--- src/rtl/mdu_iterative.sv ---
// Radix-2 iterative multiply/divide unit with HI/LO state for the EX stage.
// Optional MDU_EARLY_OUT_EN: multiplies finish as soon as the remaining multiplier is zero.
module mdu_iterative #(
  parameter int WIDTH = 32,
  parameter int CNT_W = 6
) (
  input  logic             clk_i,
  input  logic             rst_i,
  input  logic             start_i,
  input  logic [1:0]       op_i,
  input  logic [WIDTH-1:0] rs_data_i,
  input  logic [WIDTH-1:0] rt_data_i,
  input  logic             flush_i,
  input  logic             hi_we_i,
  input  logic             lo_we_i,
  input  logic [WIDTH-1:0] wdata_i,
  output logic             busy_o,
  output logic             done_o,
  output logic             dbz_o,
  output logic [WIDTH-1:0] hi_o,
  output logic [WIDTH-1:0] lo_o
);

  typedef enum logic [1:0] {IDLE = 2'd0, CALC = 2'd1, FIX = 2'd2} state_e;

  state_e             state_q;
  logic [CNT_W-1:0]   cnt_q;
  logic               is_div_q, neg_res_q, neg_rem_q, dbz_q, done_q, dbz_out_q;
  logic [WIDTH-1:0]   hi_q, lo_q, mplier_q, mplier_d;
  logic [2*WIDTH-1:0] prod_q, prod_d, mcand_q, mcand_d, prod_fix;

  logic               accept, op_signed, rs_neg, rt_neg, div_zero, last_iter, early_out;
  logic [WIDTH-1:0]   rs_mag, rt_mag, div_sub, quot_fix, rem_fix, hi_d, lo_d;
  logic [WIDTH:0]     div_r;
  logic               div_ge;

  assign accept    = (state_q == IDLE) && start_i && !flush_i;
  assign op_signed = ~op_i[0];
  assign rs_neg    = op_signed & rs_data_i[WIDTH-1];
  assign rt_neg    = op_signed & rt_data_i[WIDTH-1];
  // Negating the most-negative value wraps to itself, which read unsigned is 2^(WIDTH-1).
  assign rs_mag    = rs_neg ? -rs_data_i : rs_data_i;
  assign rt_mag    = rt_neg ? -rt_data_i : rt_data_i;
  assign div_zero  = op_i[1] && (rt_data_i == '0);

  // Divide: upper half of prod_q is the partial remainder, lower half shifts dividend out and quotient in.
  assign div_r   = {prod_q[2*WIDTH-1:WIDTH], prod_q[WIDTH-1]};
  assign div_ge  = div_r >= {1'b0, mcand_q[WIDTH-1:0]};
  assign div_sub = div_r[WIDTH-1:0] - mcand_q[WIDTH-1:0];

`ifdef MDU_EARLY_OUT_EN
  assign early_out = !is_div_q && (mplier_q[WIDTH-1:1] == '0);
`else
  assign early_out = 1'b0;
`endif
  assign last_iter = (cnt_q == '0) || early_out;

  always_comb begin
    prod_d   = prod_q;
    mcand_d  = mcand_q;
    mplier_d = mplier_q;
    if (accept) begin
      mplier_d = rt_mag;
      if (div_zero) begin
        prod_d  = {rs_data_i, {WIDTH{1'b0}}};
        mcand_d = '0;
      end else if (op_i[1]) begin
        prod_d  = {{WIDTH{1'b0}}, rs_mag};
        mcand_d = {{WIDTH{1'b0}}, rt_mag};
      end else begin
        prod_d  = '0;
        mcand_d = {{WIDTH{1'b0}}, rs_mag};
      end
    end else if (state_q == CALC) begin
      if (is_div_q) begin
        prod_d = {(div_ge ? div_sub : div_r[WIDTH-1:0]), prod_q[WIDTH-2:0], div_ge};
      end else begin
        if (mplier_q[0]) prod_d = prod_q + mcand_q;
        mcand_d  = mcand_q << 1;
        mplier_d = mplier_q >> 1;
      end
    end
  end

  always_comb begin
    prod_fix = neg_res_q ? -prod_q : prod_q;
    quot_fix = neg_res_q ? -prod_q[WIDTH-1:0] : prod_q[WIDTH-1:0];
    rem_fix  = neg_rem_q ? -prod_q[2*WIDTH-1:WIDTH] : prod_q[2*WIDTH-1:WIDTH];
    if (dbz_q) begin
      hi_d = prod_q[2*WIDTH-1:WIDTH];
      lo_d = '1;
    end else if (is_div_q) begin
      hi_d = rem_fix;
      lo_d = quot_fix;
    end else begin
      hi_d = prod_fix[2*WIDTH-1:WIDTH];
      lo_d = prod_fix[WIDTH-1:0];
    end
  end

  always_ff @(posedge clk_i) begin
    prod_q   <= prod_d;
    mcand_q  <= mcand_d;
    mplier_q <= mplier_d;
  end

  always_ff @(posedge clk_i or negedge rst_i) begin
    if (!rst_i) begin
      state_q   <= IDLE;
      cnt_q     <= '0;
      is_div_q  <= 1'b0;
      neg_res_q <= 1'b0;
      neg_rem_q <= 1'b0;
      dbz_q     <= 1'b0;
      done_q    <= 1'b0;
      dbz_out_q <= 1'b0;
      hi_q      <= '0;
      lo_q      <= '0;
    end else begin
      done_q    <= 1'b0;
      dbz_out_q <= 1'b0;
      case (state_q)
        IDLE: begin
          if (hi_we_i) hi_q <= wdata_i;
          if (lo_we_i) lo_q <= wdata_i;
          if (accept) begin
            is_div_q  <= op_i[1];
            neg_res_q <= rs_neg ^ rt_neg;
            neg_rem_q <= rs_neg;
            dbz_q     <= div_zero;
            cnt_q     <= CNT_W'(WIDTH - 1);
            state_q   <= div_zero ? FIX : CALC;
          end
        end
        CALC: begin
          if (flush_i)        state_q <= IDLE;
          else if (last_iter) state_q <= FIX;
          else                cnt_q   <= cnt_q - 1'b1;
        end
        FIX: begin
          state_q <= IDLE;
          if (!flush_i) begin
            hi_q      <= hi_d;
            lo_q      <= lo_d;
            done_q    <= 1'b1;
            dbz_out_q <= dbz_q;
          end
        end
        default: state_q <= IDLE;
      endcase
    end
  end

  assign busy_o = (state_q != IDLE);
  assign done_o = done_q;
  assign dbz_o  = dbz_out_q;
  assign hi_o   = hi_q;
  assign lo_o   = lo_q;

endmodule

--- config.mk ---
export PLATFORM = sky130hd
export DESIGN_NAME = mdu_iterative
export DESIGN_NICKNAME = d
export VERILOG_FILES = /design/src/rtl/mdu_iterative.sv
export SDC_FILE = /design/constraint.sdc
export NUM_CORES = 1
export LEC_CHECK = 0
export BUFFER_PORTS_ARGS = -buffer_cell sky130_fd_sc_hd__buf_2
export CORE_MARGIN = 3
export CORE_UTILIZATION = 35
export CTS_CLUSTER_SIZE = 12
export DETAILED_ROUTE_END_ITERATION = 10
export GPL_TIMING_DRIVEN = 0
export HOLD_SLACK_MARGIN = 0.06
export PLACE_DENSITY = 0.54
export RECOVER_POWER = 25
export SLEW_MARGIN = 5
export SYNTH_ARGS = -nofsm -noshare
export SYNTH_HDL_FRONTEND = slang
export SYNTH_SLANG_ARGS = --single-unit
--- constraint.sdc ---
create_clock -name clk_i -period 14.9 [get_ports clk_i]
set_input_delay 2.235 -clock clk_i [delete_from_list [all_inputs] [get_ports clk_i]]
set_output_delay 2.235 -clock clk_i [all_outputs]
set_load 0.05 [all_outputs]
==> flow_metrics.py <==
metrics = {
    "floorplan": {
        "dieWidth_um": 243,
        "rows": 86,
        "die_area_um2": 59000,
        "die_y_um": 243,
        "pin_count": 171,
        "initial_utilization_pct": 35.5,
        "core_um2": 55300,
    },
    "power_and_ir_drop": {
        "power_density_nw_per_um2": 189,
        "pwr-share-seq_pct": 27.5,
        "switching_share_pct": 49.1,
        "peakVddDrop_mv": 0.0953,
        "clkPwrFrac_pct": 18.1,
        "pwr-share-comb_pct": 54.4,
        "p_leak_nw": 8.84,
        "internal_power_mw": 2.17,
        "p_sw_mw": 2.10,
    },
    "clock_tree": {
        "post-cts-setup-buffer-count": 0,
        "cts.sinks": 238,
        "cts_root_buf": "clkbuf_16",
        "htree_num_levels": 1,
        "cts_made_buffers": 30,
        "cts_tree": "yes",
        "clkLatencyLatePin_ns": 0.62,
        "cts_hold_buf": 0,
        "clk_pin_slew_ns": 0.05,
        "cts_buffer_depth": 3,
        "cts_resized": 0,
    },
    "worst_setup_path": {
        "r2r-end": "prod_q[61]$_DFFE_PP_",
        "cp-end-kind": "asynchronous set/reset pin",
        "slowest_delay_ns": 2.36,
        "path_buf_inv": 2,
        "critical_path.most_common_cell": "clkbuf_1",
        "slowest_stage": "clkbuf_1",
        "cp_data_arrival_time_ns": 5.43,
        "cp_max_fo": 59,
        "r2r_cells": 12,
        "path_cells": "clkbuf_1 > clkbuf_1",
        "timing.rr.start": "prod_q[44]$_DFFE_PP_",
        "worst-r2r-setup-slack_ns": 9.68,
        "crit_family": "buffers and inverters",
        "startpoint_type": "input pin",
        "path_class": "in2async",
        "cp.required_ns": 14.87,
    },
    "sta": {
        "tns_ns": 0,
        "slew_viol_final": 60,
        "max_freq_ghz": 0.183,
        "min_period_ns": 5.46,
        "finalClockSkew_ns": 0.0272,
        "fin_crit_sh_pct": 36.7,
        "worst_pin_slew_ns": 3.26,
        "rsz0062_at_grt": "no",
        "hold_violations": 0,
        "slew_headroom_pct": -117,
        "setup_viol": 0,
    },
    "finish": {
        "antenna_cells": 0,
        "fill_cells": 5824,
        "drive_gt1_share_pct": 8.80,
        "utilization_pct": 40.8,
        "seqCellArea_um2": 6760,
        "nets": 2807,
        "syn_to_final_growth_pct": 15.0,
        "multi_input_area_um2": 12100,
    },
    "placement": {
        "routabilityCongestion": 1.02,
        "dp_hpwl_um": 76100,
        "io_buffer_count": 170,
    },
    "detailed_routing": {
        "ant_nets": 0,
        "num_vias": 20400,
        "drt_pre_antenna_iters": 5,
        "via_per_inst": 6.05,
        "drt_iter0_markers": 2172,
        "wl_um": 94300,
        "wl_per_cell_um": 28.0,
        "post-route-drc-count": 0,
    },
    "outcome": {
        "status": "complete, but fails checks",
        "failed_checks": "max-capacitance violations, max-slew violations",
    },
    "synthesis": {
        "synth_top_cell_area_share_pct": 24.5,
        "synth_seq_cells": 238,
        "synthFlopType": "edfxtp_1",
        "synthDistinctLibCells": 74,
        "syn-num-nets": 2596,
        "synth_commonest_cells": "nand2_1, o21ai_0, a21oi_1",
        "syn_inst": 2389,
        "netlist_area_um2": 19600,
        "synth_edf_count": 160,
        "async_reset_ff_share_pct": 32.8,
        "syn_avg_cell_area_um2": 8.22,
        "synth_top_area_cell": "edfxtp_1",
        "yosysMostFrequentCell": "nand2_1",
        "yosysWarnings": 0,
        "synth_area_leaders": "edfxtp_1, dfrtp_1, o21ai_0, ha_1, nand2_1",
        "seq_area_frac_synth_pct": 34.4,
    },
    "grt": {
        "grt_first_pass_wirelength_um": 135000,
        "track_usage_pct": 30.9,
        "grt_pass1_vias": 19300,
        "gr-total-overflow": 0,
        "grt_max_degree": 60,
        "antenna_found_initial": 3,
    },
    "job": {
        "drv_cap": 1,
    },
    "hold_path": {
        "whs_endpoint": "hi_o[11]$_DFFE_PN0P_",
        "hp-class": "reg2reg",
        "hold_depth": 2,
        "min_from": "hi_o[11]$_DFFE_PN0P_",
    },
}
## registers in the layout, indices dropped and copies added, names as in the netlist
signal	cells
lo_o	32
hi_o	32
dbz_o	1
mcand_q	64
cnt_q	6
is_div_q	1
mplier_q	32
state_q	2
done_o	1
prod_q	64
dbz_q	1
neg_res_q	1
neg_rem_q	1
## metal layers
layer	global-route usage, %	vias up	routed length [um]
li1	-	9206	-
met1	42.7	9958	40800
met2	48.1	1033	41100
met3	4.32	190	7810
met4	13.5	2	4640
met5	0	-	7
## worst register-to-register path: cells and delay by family, from the launching register on
family | cells | cell delay, ns
compound gates | 5 | 1.93
fa+ha+maj | 1 | 0.42
buf+inv | 3 | 1.24
flops | 1 | 0.69
simple gates | 3 | 0.76
## power by group through the flow
stage	clock network, mW	logic (mW)	registers, mW
5_1_grt	0.810	2.52	1.18
3_3_place_gp	0	2.24	1.19
6_report	0.774	2.32	1.17
4_1_cts	0.785	2.27	1.16
2_1_floorplan	0	1.50	1.15
3_5_place_dp	0	2.26	1.17
## placed cells by master, fill, tap and decap left out, types with 28 or more instances in the layout
| cell type | instances |
|---|---|
| dfrtp_1 | 78 |
| a22oi_1 | 28 |
| edfxtp_1 | 160 |
| ha_1 | 101 |
| clkbuf_16 | 31 |
| nand3_1 | 55 |
| nand2_1 | 296 |
| mux2i_1 | 30 |
| nand4_1 | 35 |
| a21o_1 | 57 |
| a21oi_1 | 211 |
| o22ai_1 | 56 |
| o21ai_0 | 271 |
| and2_1 | 50 |
| xor2_1 | 84 |
| clkbuf_1 | 161 |
| nor2_1 | 161 |
| xnor2_1 | 119 |
| inv_1 | 71 |
| nor3_1 | 55 |
| buf_2 | 134 |
| a31oi_1 | 29 |
## through the flow
stage / worst slack, ns / power, mW / hold slack [ns] / instance area (um2) / std cells
finish: 9.44 / 4.27 / 0.476 / 22600 / 3372
global route: 8.72 / 4.50 / 0.514 / 22600 / 3372
CTS: 9.77 / 4.22 / 0.478 / 22700 / 3372
detailed placement: 9.11 / 3.43 / 0.466 / 21600 / 3316
global placement: 1.10 / 3.44 / 0.466 / 21400 / 3307
floorplan: 6.44 / 2.66 / 0.459 / 19600 / 2389
## worst max path at each step
stage | start | to | cells after the start | slack (ns)
3_5_place_dp | rt_data_i[2] | prod_q[31]$_DFFE_PP_ | 10 | 9.11
4_1_cts | rt_data_i[2] | prod_q[31]$_DFFE_PP_ | 10 | 9.77
5_1_grt | rst_i | hi_o[23]$_DFFE_PN0P_ | 2 | 8.72
3_3_place_gp | is_div_q$_DFFE_PN0P_ | mcand_q[40]$_SDFFCE_PP0P_ | 4 | 1.10
2_1_floorplan | is_div_q$_DFFE_PN0P_ | mcand_q[0]$_SDFFCE_PP0P_ | 4 | 6.44
6_report | rst_i | hi_o[23]$_DFFE_PN0P_ | 2 | 9.44
## final cells by class
cell class,instances,area share [%]
multi-input combinational,1950,53.8
sequential,238,29.9
timing repair buffer,179,4.25
tap,748,4.14
clock buffer,41,3.82
buffer,130,2.20
inverter,71,1.18
clock inverter,15,0.709
## cell families after synthesis
group                      synth area share, %
xor gates and xnor gates                  9.05
DFF                                       34.4
muxes                                     1.93
and+or+nand+nor                           19.1
AOI/OAI and AO/OA                         25.0
buffers and inverters                     3.89
adders and majority gates                 6.64
Power figures use the tool's default switching activity.
